## src/rtl/vx_rr_req_scheduler.sv

```systemverilog
`default_nettype none
// ============================================================================
//  Module   : vx_rr_req_scheduler
//  Purpose  : Round-robin N:1 request arbiter feeding a one-entry output buffer
//  Revision : 1.0
// ============================================================================
module vx_rr_req_scheduler #(
  parameter int NUM_REQS   = 4,
  parameter int DATA_WIDTH = 32,
  parameter int LN         = (NUM_REQS > 1) ? $clog2(NUM_REQS) : 1
) (
  input  logic                           clk,
  input  logic                           reset,
  input  logic [NUM_REQS-1:0]            valid_in,
  input  logic [NUM_REQS*DATA_WIDTH-1:0] data_in,
  output logic [NUM_REQS-1:0]            ready_in,
  output logic                           valid_out,
  output logic [DATA_WIDTH-1:0]          data_out,
  output logic [LN-1:0]                  sel_out,
  input  logic                           ready_out
);

  typedef enum logic [0:0] {
    ST_EMPTY = 1'b0,
    ST_FULL  = 1'b1
  } state_e;

  state_e                state_q, state_d;
  logic [LN-1:0]         ptr_q, ptr_d;
  logic [LN-1:0]         sel_q, sel_d;
  logic [DATA_WIDTH-1:0] data_q, data_d;

  logic [NUM_REQS-1:0]   hi_mask, hi_valid;
  logic [LN-1:0]         hi_idx, lo_idx, grant_idx;
  logic                  grant_vld, enable, xfer;
  logic [DATA_WIDTH-1:0] grant_data;

  // Requesters at or above ptr win first; otherwise wrap to the lowest valid one.
  always_comb begin : arbiter
    hi_mask = '0;
    hi_idx  = '0;
    lo_idx  = '0;
    for (int i = 0; i < NUM_REQS; i++) begin
      hi_mask[i] = (LN'(i) >= ptr_q);
    end
    hi_valid = valid_in & hi_mask;
    for (int i = NUM_REQS - 1; i >= 0; i--) begin
      if (hi_valid[i]) hi_idx = LN'(i);
      if (valid_in[i]) lo_idx = LN'(i);
    end
    grant_vld = |valid_in;
    grant_idx = (|hi_valid) ? hi_idx : lo_idx;
  end

  always_comb begin : data_mux
    grant_data = '0;
    for (int i = 0; i < NUM_REQS; i++) begin
      if (grant_idx == LN'(i)) grant_data = data_in[i*DATA_WIDTH +: DATA_WIDTH];
    end
  end

  assign valid_out = (state_q == ST_FULL);
  assign enable    = ~valid_out | ready_out;
  assign xfer      = grant_vld & enable & ~reset;

  always_comb begin : ready_gen
    ready_in = '0;
    for (int i = 0; i < NUM_REQS; i++) begin
      ready_in[i] = xfer & (grant_idx == LN'(i));
    end
  end

  always_comb begin : next_state
    state_d = state_q;
    ptr_d   = ptr_q;
    sel_d   = sel_q;
    data_d  = data_q;
    if (xfer) begin
      state_d = ST_FULL;
      sel_d   = grant_idx;
      data_d  = grant_data;
      ptr_d   = (grant_idx == LN'(NUM_REQS - 1)) ? '0 : grant_idx + LN'(1);
    end else if (ready_out) begin
      state_d = ST_EMPTY;
    end
  end

  always_ff @(posedge clk or posedge reset) begin
    if (reset) begin
      state_q <= ST_EMPTY;
      ptr_q   <= '0;
      sel_q   <= '0;
      data_q  <= '0;
    end else begin
      state_q <= state_d;
      ptr_q   <= ptr_d;
      sel_q   <= sel_d;
      data_q  <= data_d;
    end
  end

  assign data_out = data_q;
  assign sel_out  = sel_q;

endmodule
`default_nettype wire

```

## config.mk

```make
export PLATFORM = sky130hd
export DESIGN_NAME = vx_rr_req_scheduler
export DESIGN_NICKNAME = d
export VERILOG_FILES = /design/src/rtl/vx_rr_req_scheduler.sv
export SDC_FILE = /design/constraint.sdc
export NUM_CORES = 1
export LEC_CHECK = 0
export ABC_CLOCK_PERIOD_IN_PS = 3400
export CAP_MARGIN = 25
export CORE_MARGIN = 1.5
export CORE_UTILIZATION = 37
export CTS_CLUSTER_SIZE = 24
export DETAILED_ROUTE_END_ITERATION = 16
export PLACE_DENSITY = 0.95
export SLEW_MARGIN = 30
export SYNTH_ARGS = -nofsm -noshare
export SYNTH_HDL_FRONTEND = slang
export SYNTH_SLANG_ARGS = --single-unit
```

## constraint.sdc

```tcl
create_clock -name clk -period 3.4 [get_ports clk]
set_input_delay 0.68 -clock clk [delete_from_list [all_inputs] [get_ports clk]]
set_output_delay 0.68 -clock clk [all_outputs]
set_load 0.01 [all_outputs]
```

==> results of run 1 <==
[what timing repair did]
item,4_1_cts,5_1_grt
cloned,0,0
endpoints found under the setup margin,4,4
resized for setup,1,10
endpoints found under the hold margin,0,0
[per-layer routing]
metal / track usage / vias up / wire length (um)
li1: - / 1351 / -
met4: 0.130 / 0 / 309
met2: 0.485 / 204 / 4970
met3: 0.0726 / 26 / 928
met1: 0.286 / 1411 / 3300
met5: 0 / - / 0
[cell type report]
cell class	instances	area, sq um
timing repair buffer	191	1890
fill	442	1740
multi-input combinational	168	1320
sequential	37	926
tap	75	93.8
clock buffer	6	82.6
inverter	3	11.3
clock inverter	1	7.51
[layout by cell type, fill, tap and decap left out, drive strengths merged, types with 2 or more instances in the layout]
| cell type | instances |
|---|---|
| clkdlybuf4s50 | 170 |
| o31ai | 64 |
| dfrtp | 37 |
| a221oi | 31 |
| o22ai | 31 |
| buf | 18 |
| clkbuf | 6 |
| ha | 4 |
| nor2b | 4 |
| inv | 3 |
| nand2b | 3 |
| and2 | 3 |
| dlymetal6s2s | 3 |
| or3 | 3 |
| nor3 | 3 |
| nor2 | 2 |
| o41ai | 2 |
| nor4 | 2 |
| nor3b | 2 |
| a21oi | 2 |
[where the power goes]
part | leakage, nW | internal, mW | total, mW | switching (mW)
combinational | 1.20 | 0.863 | 1.63 | 0.769
sequential | 0.458 | 0.643 | 0.773 | 0.129
clock | 0.0433 | 0.160 | 0.320 | 0.159
[logic make-up (layout without fill, tap and decap cells)]
family / Yosys count / count (layout) / synth area share
compound gates: 138 / 138 / 0.442
flops: 37 / 37 / 0.392
buf+inv: 35 / 201 / 0.0699
simple gates: 25 / 25 / 0.0704
fa+ha+maj: 4 / 4 / 0.0212
mux: 1 / 1 / 0.00476
[registers in the layout, summed over array words and instances (netlist names)]
register   count
sel_out        2
ptr_q          2
data_out      32
valid_out      1
[worst max-delay path by stage]
| stage | end | slack, ns | depth (start not counted) |
|---|---|---|---|
| 2_1_floorplan | ready_in[1] | 0.62 | 6 |
| 3_3_place_gp | ready_in[0] | 0.04 | 6 |
| 3_5_place_dp | ready_in[0] | -0.11 | 6 |
| 4_1_cts | ready_in[0] | 0.01 | 7 |
| 5_1_grt | ready_in[1] | 0.009 | 7 |
| 6_report | ready_in[0] | 0.06 | 7 |
[per-stage QoR]
step                total power [mW]   util  TNS (ns)  instances
finish                          2.72  0.713         0        481
global route                    2.89  0.713         0        481
CTS                             2.72  0.707         0        481
detailed placement              2.40  0.692     -1.25        474
global placement                2.32  0.692         0        474
floorplan                       1.57      -         0        240
[worst reg2reg max path: stages, from the launching register on]
cell and delay [ns]:
dfrtp_1 0.51, nand2b_1 0.18, a21oi_1 0.09, or3_1 0.39
ha_1 0.23, buf_4 0.14, or2_2 0.56, a221oi_1 0.39
o31ai_1 0.12
==> results.md, run 1 <==
- The flow ran to the end, and the final reports show no timing, DRC or antenna violations.
- The total of warnings raised by yosys is 0.
- The number of primary I/O pins is about 170.
- Buffers inserted to repair hold after CTS numbered 0.
- By area the synthesized netlist is led by dfrtp_1, o31ai_1, a221oi_1, o22ai_1, clkbuf_1.
- The number of nets in the synthesized netlist is 379.
- The detailed-routing iteration count for the pre-antenna-repair pass is 5.
- The launching point of the worst reg2reg path is ptr_q[1]$_DFFE_PP0P_.
- The most used flip-flop cell after synthesis is dfrtp_1.
- Across the routed clock network, the largest skew measured is ~0.004 ns.
- The worst hold path begins at data_out[8]$_DFFE_PP0P_.
- The detailed-placement wirelength estimate is roughly 7100 um.
- The sort of element at the start of the critical path is a primary input.
- The floorplan row count is 28.
- Sorting the synthesized cells by how often they occur yields o31ai_1, dfrtp_1, a221oi_1, o22ai_1, clkbuf_1.
- Of all flip-flops after synthesis, the portion carrying an async set or reset was 1.00.
- The core region is between 6000 and 7000 sq um.
- The placed cell area is 4190 sq um.
- The level count of the clock H-tree is 2.
- The number of distinct library cell variants in the gate-level netlist after synthesis is 33.
- The count of clock tree sinks is 37.
- The number of global-route vias before repair is between 3000 and 4000.
- The worst hold path was traced through 2 stages.
- The number of failing hold endpoints at the final stage is 0.
- The first-pass GRT wire length is approximately 15000 um.
- Counting along the longest clock path gives a buffer depth of 2.
- The later pin in the worst-skew pair is clocked with a latency of between 0.2 and 0.3 ns.
- The timing-limited maximum frequency is 300 MHz.
- The TritonCTS clock tree is done.
- In this run the post-CTS setup repair buffer count came out at 0.
- The final cell area excluding filler cells is about 4300 sq um.
- Across all setup checks in the final design, the least slack found is between 0.06 and 0.07 ns.
- Dividing the detail-routed via count by the number of cells gives 6.22.
- Hold is met by ~0.5 ns.
- The terminating pin of the worst hold path is data_out[8]$_DFFE_PP0P_.
- The master of the slowest instance on the critical path is clkdlybuf4s50_1.
- The total via count in the routed design is between 2000 and 3000.
- The reg-to-reg endpoint is data_out[2]$_DFFE_PP0P_.
- The number of synthesized register bits is 37.
- The final global-route overflow total is 0.
- The global router's overall resource usage is 0.268.
- In the synthesized netlist, the number of instances is 240.
- The sort of element at the end of the critical path is an output pin.
- The setup slack on the worst flop-to-flop path is approximately 0.64 ns.
- dfrtp_1 takes more of the synthesized area than any other cell.
- After detailed routing, the total wire length is 9510 um.
- The leakage power summed over all cells is about 1.7 nW.
- In this run the worst path has a maximum fanout of 3.
- The initial cell density of the core is 0.390.
- The count of endpoints failing setup in the final report is 0.
- The number of antenna violations at the first check in global routing is 0.
- o31ai_1 is the most common cell in the netlist.
- Entering global routing, the biggest net connects 36 pins.
- At the worst endpoint, the required time is 2.72 ns.
- The mean post-synth cell area is 9.85 sq um.
- The classification of the worst setup path is in2out.
- The number of enable-type register cells in the synthesized netlist is 0.
- The type of the tightest min-delay check is reg2reg.
- The x dimension of the die is roughly 83 um.
- The count of buffers from port buffering is 173.
- The detailed router's first-iteration violation count is 132.
- The most used cell along the critical path is clkdlybuf4s50_1.
- Setup repair after global routing left no endpoint under its margin.
- The cell family contributing the most delay on the critical path is buffers and inverters.
- The area of the die is just under 7000 sq um.
- The share of synthesized area in the top cell type comes to 0.392.
- The final period utilization is 0.981.
- The count of nets left with antenna violations once routing finished came out at 0.
- The maximum vdd ir drop is 0.000347 V.
- Relative to the synthesized area, the layout overhead comes to 82.9%.
- The critical path goes through clkdlybuf4s50_1, nor2b_1, o21a_1, or3_1, ha_2, and2_1, clkdlybuf4s50_1.
- The wire length per cell is 19.8 um.
- The slew at the pin with the worst max-slew slack is between 0.7 and 0.8 ns.
- The overall die height is a little over 80 um.
- The sequential element share of the synthesized area is 0.392.
- The worst slack at placement is -0.106 ns.
- In the final layout, the share of cells above drive strength 1 is 0.0936.
- The weighted congestion reported at the end of routability-driven placement is around 0.85.
- The clock-pin slew on the worst setup and hold paths is 0.07 ns.
- The library cell used as clock root buffer is clkbuf_8.
- The power per cell area is approximately 630 nW/um^2.
- Measured against its own limit, the worst slew margin works out to 0.523.
- The number of nets in the finished design is ~550.
- The number of antenna diodes in the final layout is 0.
- Counting both buffers and inverters, the worst setup path holds a total of 2.
- The largest incremental delay on the critical path is about 0.47 ns.
- The clock period minus final worst setup slack is approximately 3.3 ns.
- The worst setup path startpoint is valid_in[2].
- The arrival time of the worst setup path is 2.66 ns.
- The max-slew violation total from the final report is 0.
- Summing every instance area after synthesis gives around 2400 sq um.
- The total CTS buffers is 5.
- The length in cells of the worst reg-to-reg path is 8.
- Across the run, the number of max-cap violations was 0.
- In the routed design, unresolved DRC markers number 0.
(Power assumes the default switching activity.)
==> run 2, diff against run 1 <==
--- a/config.mk
+++ b/config.mk
@@ -9,8 +9,10 @@
 export CAP_MARGIN = 25
 export CORE_MARGIN = 1.5
 export CORE_UTILIZATION = 37
+export CTS_CLUSTER_DIAMETER = 50
 export CTS_CLUSTER_SIZE = 24
 export DETAILED_ROUTE_END_ITERATION = 16
+export HOLD_SLACK_MARGIN = 0.12
 export PLACE_DENSITY = 0.95
 export SLEW_MARGIN = 30
 export SYNTH_ARGS = -nofsm -noshare
==> results of run 2 <==
No change in the layout: final DEF, timing and power equal those of run 1.
==> run 3, diff against run 2 <==
--- a/config.mk
+++ b/config.mk
@@ -5,13 +5,15 @@
 export SDC_FILE = /design/constraint.sdc
 export NUM_CORES = 1
 export LEC_CHECK = 0
+export ABC_AREA = 1
 export ABC_CLOCK_PERIOD_IN_PS = 3400
 export CAP_MARGIN = 25
 export CORE_MARGIN = 1.5
-export CORE_UTILIZATION = 37
+export CORE_UTILIZATION = 40
 export CTS_CLUSTER_DIAMETER = 50
 export CTS_CLUSTER_SIZE = 24
 export DETAILED_ROUTE_END_ITERATION = 16
+export GPL_ROUTABILITY_DRIVEN = 0
 export HOLD_SLACK_MARGIN = 0.12
 export PLACE_DENSITY = 0.95
 export SLEW_MARGIN = 30
==> run 3 against run 2 <==
Design area grew 7.0%. Clock-buffer cell count shrank 1. Worst hold slack lost 0.018 ns. Clock skew grew 0.0038 ns. Clock power grew 43%. Area after synthesis grew 16%. Sequential share of layout area shrank 1.4 points. Routed wire length grew 2.6%. Synthesized cell count grew 98%. Critical endpoint is now ready_in[3]. Largest cell class unchanged.
==> results.md, run 3 <==
- In this run, placement finished with an instance count of 703.
- The number of primary I/O pins is between 150 and 200.
- The total power consumption of the routed design is approximately 3.1 mW.
- Counting instances in the post-synthesis netlist gives the leading cell types as nand2_1, nor2_1, dfrtp_1.
- The final global-route overflow total is 0.
- The share of synthesized flip-flops with an asynchronous set or reset is 1.00.
- At the pin with the least slew margin, the transition time is 0.704 ns.
- After the flow finishes, the layout carries non-filler instances totaling 712.
- The number of maximum-capacitance violations is 0.
- The count of endpoints failing setup in the final report is 0.
- The level count of the clock H-tree is 2.
- The synthesized instance count is around 480.
- The most used flip-flop cell after synthesis is dfrtp_1.
- The worst-case hold slack is 0.480 ns.
- The clock-pin slew on the worst setup and hold paths is 0.07 ns.
- In this run, synthesis inferred 0 flip-flops with an integrated enable.
- The sort of element at the end of the critical path is an output pin.
- The total via count in the routed design is about 3500.
- The vias per cell is about 5.
- After synthesis, the netlist uses 14 different library cells.
- The number of buffers added to fix hold violations after cts is 0.
- The synthesized net count is 614.
- Adding up every negative setup slack in the final design gives 0 ns.
- In this run the power spent charging and discharging nets is roughly 1.3 mW.
- The clock period minus final worst setup slack is 3.15 ns.
- The worst slack at placement is -0.100 ns.
- Leaving out fill and tap cells, the most frequent cell in the layout is nand2_1.
- Setup repair after global routing left no endpoint under its margin.
- Clock tree synthesis found a total of 37 sinks.
- The first-pass GRT wire length is between 15000 and 20000 um.
- In this run the remaining antenna-violating nets after routing total 0.
- The number of antenna violations at the first check in global routing is 0.
- Data on the critical path arrives at its endpoint at between 2 and 2.5 ns.
- The type of the tightest min-delay check is reg2reg.
- The detailed-placement wirelength estimate is about 7000 um.
- 0 antenna diodes ended up in the layout.
- Data on the critical path is required at its endpoint by approximately 2.7 ns.
- The initialized floorplan defines 30 standard-cell rows.
- The proportion of power drawn by the clock network is 0.146.
- The biggest area contributor in the post-synthesis netlist is dfrtp_1.
- The leakage power summed over all cells is 2.28 nW.
- Of all nets on the critical path, the largest fanout is 3.
- Clock tree synthesis selected as its root buffer the cell clkbuf_8.
- The classification of the worst setup path is in2out.
- Yosys printed 0 warnings.
- The mean post-synth cell area is just under 6 sq um.
- The initial utilization of the core area, before any placement, comes to 0.408.
- Of the available clock period, the critical path in the final layout requires 0.926.
- In the post-synthesis netlist, the cell with the most instances is nand2_1.
- The worst setup path is launched from a primary input.
- The detailed router's first-iteration violation count is between 100 and 150.
- Of the total power, the share spent switching nets is 0.426.
- The library cells used most frequently in the layout, excluding fill and tap cells, are nand2_1, clkdlybuf4s50_1, nor2_1.
- For this run, the register share of the synthesized area comes to 0.337.
- From synthesis to final layout, the design area changed by 68.6%.
- The synthesized design contains 37 register bits.
- The number of failing hold endpoints at the final stage is 0.
- The overall die height is around 86 um.
- Internal power comes to between 1.5 and 2 mW.
- The share of synthesized area in the top cell type comes to 0.337.
- Of the total power, combinational logic draws 0.608.
- The number of global-route vias before repair was between 3000 and 4000.
- The buffer levels on the longest clock path is 2.
- Entering global routing, the biggest net connects 72 pins.
- The clock skew after layout is between 0.007 and 0.008 ns.
- The wire length per cell is approximately 14 um.
- VDD sags by at most 0.000817 V.
- After detailed routing, the number of remaining DRC violations is 0.
- The share of final-layout standard cells stronger than drive strength 1 is 0.0348.
- The filler cells instantiated in the layout total between 500 and 600.
- Dividing total power by cell area gives a power density of 673 nW/um^2.
- The TritonCTS clock tree is done.
- After floorplanning, the core was sized to cover approximately 6700 sq um.
- The count of buffers from port buffering is roughly 170.
- For this run, the detailed router's first-pass iteration total came to 4.
- The latest clock arrival within the worst-skew pair is roughly 0.30 ns.
- The timing-limited maximum frequency is ~320 MHz.
- Sorting the synthesized cells by area gives the leading types as dfrtp_1, nand2_1, nor2_1, a21oi_1, o21ai_1.
- Of the total power, registers draw 0.246.
- The total CTS buffers is 5.
- The worst slew margin relative to its limit is 0.531.
- The number of flip-flops under the largest register name is 32.
- The minimum setup slack in the final design is approximately 0.25 ns.
- After detailed routing, the total wire length is about 10000 um.
- For this run, the total global-route usage over all layers was measured as 0.266.
- The max-slew violation total from the final report is 0.
- After the last flow step, the layout net total stands at between 700 and 800.
- The run finished with clean final reports.
- The floorplan step defined a die boundary enclosing around 7400 sq um.
- The cell area that synthesis handed to floorplanning was between 2000 and 3000 sq um.
- The die is roughly 86 um wide.
## run 3: layout make-up
type	count	area, sq um	area share
Timing Repair Buffer	182	1810	0.390
Multi-Input combinational cell	393	1620	0.349
Clock inverter	3	65.1	0.0141
Inverter	12	45.0	0.00974
Sequential cell	37	926	0.200
Tap cell	80	100	0.0216
Clock buffer	5	68.8	0.0149
## run 3: worst paths after layout
kind / start / to / slack [ns] / cells after the start
max in group asynchronous: reset / data_out[15]$_DFFE_PP0P_ / 2.21 / 3
hold reg to reg: data_out[14]$_DFFE_PP0P_ / data_out[14]$_DFFE_PP0P_ / 0.48 / 2
min in group asynchronous: reset / data_out[5]$_DFFE_PP0P_ / 0.86 / 3
setup / recovery: valid_in[1] / ready_in[3] / 0.25 / 11
setup reg to reg: ptr_q[1]$_DFFE_PP0P_ / data_out[5]$_DFFE_PP0P_ / 1.03 / 12
hold / removal: data_out[14]$_DFFE_PP0P_ / data_out[14]$_DFFE_PP0P_ / 0.48 / 2
## run 3: metrics by stage
step                      instance area, sq um  utilization
final                                     4630        0.688
after global routing                      4630        0.688
after CTS                                 4610        0.687
after detailed placement                  4470        0.665
after global placement                    4470        0.665
after floorplan                           2740            -
## run 3: repair_timing
item                                    CTS  global route
endpoints found under the setup margin    2             3
cloned                                    0             0
buffers inserted                          1             0
pin swaps                                 1             0
gates resized for setup                   3             4
## run 3: kinds of logic (layout without fill, tap and decap cells)
family | Yosys count | count (layout) | synth area share
AO/OA/AOI/OAI | 68 | 68 | 0.124
adder cells (fa/ha/maj) | 4 | 4 | 0.0182
AND/OR/NAND/NOR | 321 | 321 | 0.442
buffers and inverters | 45 | 202 | 0.0780
flip-flops | 37 | 37 | 0.337
## run 3: power groups by stage
stage	registers (mW)	logic, mW	clock network [mW]
global placement	0.756	1.82	0
CTS	0.766	1.90	0.466
detailed placement	0.767	1.88	0
finish	0.767	1.89	0.456
global route	0.792	2.10	0.486
floorplan	0.853	0.972	0
## run 3: worst max-delay path, cell delays in order
cell	delay, ns
clkdlybuf4s50_1	0.43
inv_1	0.13
nor2_2	0.06
a21oi_1	0.18
nand3_1	0.14
nand2_2	0.13
inv_1	0.08
ha_1	0.23
inv_1	0.08
nor2_1	0.05
dlygate4sd2_1	0.28
## run 3: layer usage
metal | wire length (um) | track usage | part of all wire
met4 | 209 | 0.0894 | 0.021
met5 | 0 | 0 | 0
met2 | 4850 | 0.477 | 0.50
met3 | 786 | 0.0731 | 0.081
met1 | 3910 | 0.304 | 0.40
